$ cat src/rtl/bram1be_arbiter.sv
// rtl/bram1be_arbiter.sv - two-requester arbiter/sequencer for a single-port byte-enable BRAM
// Define BRAM1BE_ARB_RR_EN for round-robin contention; default build is fixed priority (requester 0 wins).
module bram1be_arbiter #(
  parameter int ADDR_WIDTH = 10,
  parameter int DATA_WIDTH = 32,
  parameter int WE_WIDTH   = 4,
  parameter int PIPELINED  = 0
) (
  input  logic                  CLK,
  input  logic                  RST,
  input  logic                  REQ0_VALID,
  output logic                  REQ0_READY,
  input  logic [WE_WIDTH-1:0]   REQ0_WE,
  input  logic [ADDR_WIDTH-1:0] REQ0_ADDR,
  input  logic [DATA_WIDTH-1:0] REQ0_DI,
  input  logic                  REQ1_VALID,
  output logic                  REQ1_READY,
  input  logic [WE_WIDTH-1:0]   REQ1_WE,
  input  logic [ADDR_WIDTH-1:0] REQ1_ADDR,
  input  logic [DATA_WIDTH-1:0] REQ1_DI,
  output logic                  RSP0_VALID,
  output logic [DATA_WIDTH-1:0] RSP0_DATA,
  output logic                  RSP1_VALID,
  output logic [DATA_WIDTH-1:0] RSP1_DATA,
  output logic                  BRAM_EN,
  output logic [WE_WIDTH-1:0]   BRAM_WE,
  output logic [ADDR_WIDTH-1:0] BRAM_ADDR,
  output logic [DATA_WIDTH-1:0] BRAM_DI,
  input  logic [DATA_WIDTH-1:0] BRAM_DO
);

  localparam int LAT = 1 + PIPELINED;

  logic            w_pri;
  logic            w_gnt0;
  logic            w_gnt1;
  logic            w_rd;
  logic [LAT-1:0]  r_tag_v;
  logic [LAT-1:0]  r_tag_id;

`ifdef BRAM1BE_ARB_RR_EN
  logic r_pri;

  // Contended grant goes to r_pri; the loser gets priority next time.
  always_ff @(posedge CLK or posedge RST) begin
    if (RST) begin
      r_pri <= 1'b0;
    end else if (REQ0_VALID && REQ1_VALID) begin
      r_pri <= ~r_pri;
    end
  end

  assign w_pri = r_pri;
`else
  assign w_pri = 1'b0;
`endif

  assign w_gnt0 = !RST && REQ0_VALID && (!REQ1_VALID || !w_pri);
  assign w_gnt1 = !RST && REQ1_VALID && (!REQ0_VALID || w_pri);

  assign REQ0_READY = w_gnt0;
  assign REQ1_READY = w_gnt1;

  assign BRAM_EN   = w_gnt0 || w_gnt1;
  assign BRAM_WE   = w_gnt1 ? REQ1_WE : (w_gnt0 ? REQ0_WE : '0);
  assign BRAM_ADDR = w_gnt1 ? REQ1_ADDR : REQ0_ADDR;
  assign BRAM_DI   = w_gnt1 ? REQ1_DI : REQ0_DI;

  assign w_rd = BRAM_EN && (BRAM_WE == '0);

  // Tag pipe mirrors the BRAM read latency so each DO lands on its issuer.
  generate
    if (LAT == 1) begin : g_lat1
      always_ff @(posedge CLK or posedge RST) begin
        if (RST) begin
          r_tag_v  <= '0;
          r_tag_id <= '0;
        end else begin
          r_tag_v  <= w_rd;
          r_tag_id <= w_gnt1;
        end
      end
    end else begin : g_latn
      always_ff @(posedge CLK or posedge RST) begin
        if (RST) begin
          r_tag_v  <= '0;
          r_tag_id <= '0;
        end else begin
          r_tag_v  <= {r_tag_v[LAT-2:0], w_rd};
          r_tag_id <= {r_tag_id[LAT-2:0], w_gnt1};
        end
      end
    end
  endgenerate

  assign RSP0_VALID = r_tag_v[LAT-1] && !r_tag_id[LAT-1];
  assign RSP1_VALID = r_tag_v[LAT-1] && r_tag_id[LAT-1];
  assign RSP0_DATA  = BRAM_DO;
  assign RSP1_DATA  = BRAM_DO;

endmodule

$ cat config.mk
export PLATFORM = sky130hd
export DESIGN_NAME = bram1be_arbiter
export DESIGN_NICKNAME = d
export VERILOG_FILES = /design/src/rtl/bram1be_arbiter.sv
export SDC_FILE = /design/constraint.sdc
export NUM_CORES = 1
export LEC_CHECK = 0
export CAP_MARGIN = 20
export CELL_PAD_IN_SITES_DETAIL_PLACEMENT = 1
export CELL_PAD_IN_SITES_GLOBAL_PLACEMENT = 1
export CORE_ASPECT_RATIO = 1.75
export CORE_MARGIN = 2
export CORE_UTILIZATION = 12
export DETAILED_ROUTE_END_ITERATION = 8
export HOLD_SLACK_MARGIN = 0.08
export PLACE_DENSITY = 0.77
export SLEW_MARGIN = 20
export SYNTH_ARGS = -nofsm -noshare
export SYNTH_HDL_FRONTEND = slang
export SYNTH_SLANG_ARGS = --single-unit
$ cat constraint.sdc
create_clock -name CLK -period 1.2 [get_ports CLK]
set_input_delay 0.12 -clock CLK [delete_from_list [all_inputs] [get_ports CLK]]
set_output_delay 0.12 -clock CLK [all_outputs]
set_load 0.01 [all_outputs]
Yosys cells after proc, flatten, opt, wreduce, memory -nomap -nowiden
Index checks and enable logic that the tools add are counted.
{"block": "op_classes", "n_reduce_logical": 11, "mux": 4}
{"cell": "32-bit 2-to-1 mux", "count": 1}
{"cell": "10-bit 2-to-1 mux", "count": 1}
{"cell": "4-bit 2-to-1 mux", "count": 2}
{"cell": "1-bit logical AND", "count": 6}
{"cell": "4-bit logical NOT", "count": 1}
{"cell": "1-bit logical NOT", "count": 3}
{"cell": "1-bit logical OR", "count": 1}
{"block": "word_totals", "reg_bits": 2, "input_bits": 128, "output_inout_bits": 115, "wordCells": 17}

Logic depth before layout (Yosys ltp)
{"block": "logic_depth", "ltp_word": 6, "mapped_depth": 5, "mapped_depth_nobuf": 3}

Worst setup path after synthesis
OpenSTA, ideal clock, no wires.
{"block": "synth_timing", "kind": "in2out", "from": "input RST", "to": "output BRAM_ADDR[4]", "required_time_ns": 1.080, "arrival_time_ns": 0.944, "n_path_buf": 2, "cell_stages": 4, "slack_ns": 0.136, "path_cell_list": "nor3b_2 > buf_6 > buf_12 > mux2_4"}
{"block": "synth_between", "elab_chain_cells": 4}
{"element": "start: declaration", "line": "10", "source": "input logic RST,"}
{"element": "1-bit logical NOT (no line)"}
{"element": "1-bit logical AND (2 in series)", "line": "59", "source": "assign w_gnt1 = !RST && REQ1_VALID && (!REQ0_VALID || w_pri);"}
{"element": "10-bit 2-to-1 mux", "line": "66", "source": "assign BRAM_ADDR = w_gnt1 ? REQ1_ADDR : REQ0_ADDR;"}
{"element": "end: declaration", "line": "27", "source": "output logic [ADDR_WIDTH-1:0] BRAM_ADDR,"}
No other way between the ends.

Final worst setup path
{"block": "layout_timing", "from": "input REQ0_VALID", "to": "output BRAM_ADDR[8]"}
{"block": "layout_between", "elab_chain_cells": 3}
{"element": "start: declaration", "line": "11", "source": "input logic REQ0_VALID,"}
{"element": "1-bit logical NOT", "line": "59"}
{"element": "1-bit logical AND", "line": "59"}
{"element": "10-bit 2-to-1 mux", "line": "66"}
No other way between the ends.

==> metrics.txt <==
startpoint types input port; Gate power share 64.1%; HP Class in2out; routed vias 1,363; Fin Hold WS 0.240 ns; first-pass GRT wire length 8.35 mm; Max IR drop VDD 0.437 mV; CP Capture Type primary output; Slew headroom between 80% and 90%; status finished with violations; final hold viol count 0; Routed Antenna Nets 0; Synth Instances 130; area of the core 11,100 µm²; Area contributors post-synth mux2_4, buf_4, buf_12; Final Critical Period approximately 1.5 ns; P_sw 0.365 mW; fin area 2950 µm²; Worst Tran Pin Value roughly 0.24 ns; Sinks on Clock Net 2; gp weighted congestion 0.740; Netlist cell types 20; FMAX 0.683 GHz; drt first pass iters 2; final WL 5.69 mm; Final setup viols 44; P_leak 1.30 nW; CTS buffer count 3; post-synth top area share 39.9%; PnR Total Power 1.58 mW; crit share post-route 122%; Rows between 50 and 60; vias in the first global route 1,482; synth warn 0; Seq/Total Area, Yosys approximately 3.7%; Die Y approximately 140 µm; Hold Startpoint BRAM_DO[15]; Synthesized Nets ~260; Final Slew Violations 0; layout cells sized above 1 53.8%; H-tree depth 1; PnR worst setup slack -0.264 ns; Arr. time, crit path 1.34 ns; Placed Area 2560 µm²; CTS Buffer Depth 2; PwrDens roughly 540 nW/µm²; Crit Path Class in2out; Initial Util 12.2%; Post-Syn Area about 1400 µm²; Die Wd 84.4 µm; cell-internal power 1.22 mW; # DRC 0; sequential power share 4.5%; total track usage 8.95%; antenna cells 0; PortBufs 146; die area 12,200 µm²; NumNets Final 368; boundary pin count 243; HPWL after DPL 4.52 mm; leading area contributor after synthesis mux2_4; register bit total from synthesis 2; clock power share between 30% and 40%; Max-Cap Viols 0; Area Overhead vs Synth 118%; RSZ-0062 raised after global routing true; gr ovfl total 0; Worst EP required 1.08 ns; wire per inst 15.4 µm; placed cells 353; crit path max fanout 6; Layout Cells excl Fill 370; routed vias/inst 3.68; syn_area_per_cell 10.4 µm²; CTS tree yes; failing checks negative setup slack; Setup crit start REQ0_VALID; clk root buf clkbuf_16; switching fraction of total power 23.1%; antenna violations before repair 0; 1st-iter DRT viols 3; largest net degree at the start of global routing 8; Critical Path Sink BRAM_ADDR[8]
-- state kept, by name, summed over array words and instances, names as in the netlist --
signal / count
r_tag_id: 1
r_tag_v: 1
-- cells in the final DEF, fill, tap and decap left out, types with 2 or more instances in the layout --
master | synthesis | layout
dfrtp_1 | 2 | 2
buf_8 | 0 | 3
a32o_2 | 2 | 2
buf_4 | 64 | 9
nor2_1 | 3 | 3
buf_6 | 1 | 52
clkdlybuf4s50_1 | 0 | 92
mux2_4 | 36 | 42
clkbuf_16 | 0 | 3
buf_2 | 0 | 3
clkdlybuf4s15_1 | 0 | 2
buf_16 | 0 | 3
buf_12 | 4 | 6
dlygate4sd2_1 | 0 | 3
-- power groups by stage --
| stage | clock network [mW] | registers [mW] | logic [mW] |
|---|---|---|---|
| 3_3_place_gp | 0 | 0.0722 | 0.896 |
| 6_report | 0.496 | 0.0715 | 1.01 |
| 5_1_grt | 0.512 | 0.0720 | 1.07 |
| 2_1_floorplan | 0 | 0.0718 | 0.525 |
| 3_5_place_dp | 0 | 0.0723 | 0.905 |
| 4_1_cts | 0.505 | 0.0717 | 1.03 |
-- logic make-up after synthesis --
logic type / Yosys count / synth area share (%)
AO/OA/AOI/OAI: 5 / 3.60
buffers and inverters: 70 / 42.4
flip-flops: 2 / 3.69
multiplexers: 42 / 44.8
AND/OR/NAND/NOR: 11 / 5.44
-- cell usage after synthesis (all sizes together) --
cell type / instances
a21oi: 1
a22o: 1
a22oi: 1
a32o: 2
and2: 1
and2b: 1
buf: 69
dfrtp: 2
inv: 1
mux2: 42
nand2: 1
nand3b: 1
nor2: 3
nor2b: 1
nor3: 1
nor3b: 1
or2: 1
-- through the flow --
step	setup TNS [ns]	worst slack, ns	util [%]
CTS	-8.95	-0.283	26.7
floorplan	0	0.136	-
global route	-10.06	-0.301	26.6
finish	-8.45	-0.264	26.6
global placement	-40.91	-0.906	23.1
detailed placement	-42.71	-0.964	23.1
-- worst max-delay path, cell delays in order --
cell and delay [ns]:
buf_8 0.10, nor3b_4 0.26, buf_6 0.16, buf_12 0.13
buf_12 0.13, mux2_4 0.31, buf_6 0.12
-- cell type report --
type | count | area (µm²)
flip-flops and latches | 2 | 50.0
fillers | 1266 | 8150
repair buffers | 174 | 1890
clock buffers | 3 | 75.1
well taps | 132 | 165
multi-input cells | 58 | 763
inverters | 1 | 3.75
-- layer usage --
layer	vias up	wire [µm]	global-route usage, %
met5	-	0	0
met4	0	222	4.01
met3	27	891	3.37
met2	157	2880	17.7
met1	584	1700	7.84
li1	595	-	-
-- worst min path at each step --
| stage | end | slack [ns] | cells past startpoint |
|---|---|---|---|
| finish | RSP0_DATA[15] | 0.24 | 0 |
| global route | RSP0_DATA[15] | 0.24 | 0 |
| CTS | RSP0_DATA[0] | 0.24 | 0 |
| detailed placement | RSP0_DATA[0] | 0.24 | 0 |
| global placement | RSP0_DATA[0] | 0.24 | 0 |
| floorplan | r_tag_id | -0.14 | 1 |
-- what timing repair did --
| item | in CTS | in global routing |
|---|---|---|
| pin swaps | 4 | 1 |
| setup buffers | 11 | 3 |
| endpoints found under the setup margin | 52 | 45 |
| gates resized for setup | 274 | 7 |
| gates cloned | 4 | 0 |
| hold endpoints to repair | 2 | 0 |
| hold buffers | 1 | 0 |
Note: power is estimated with default switching activity, not from simulation.
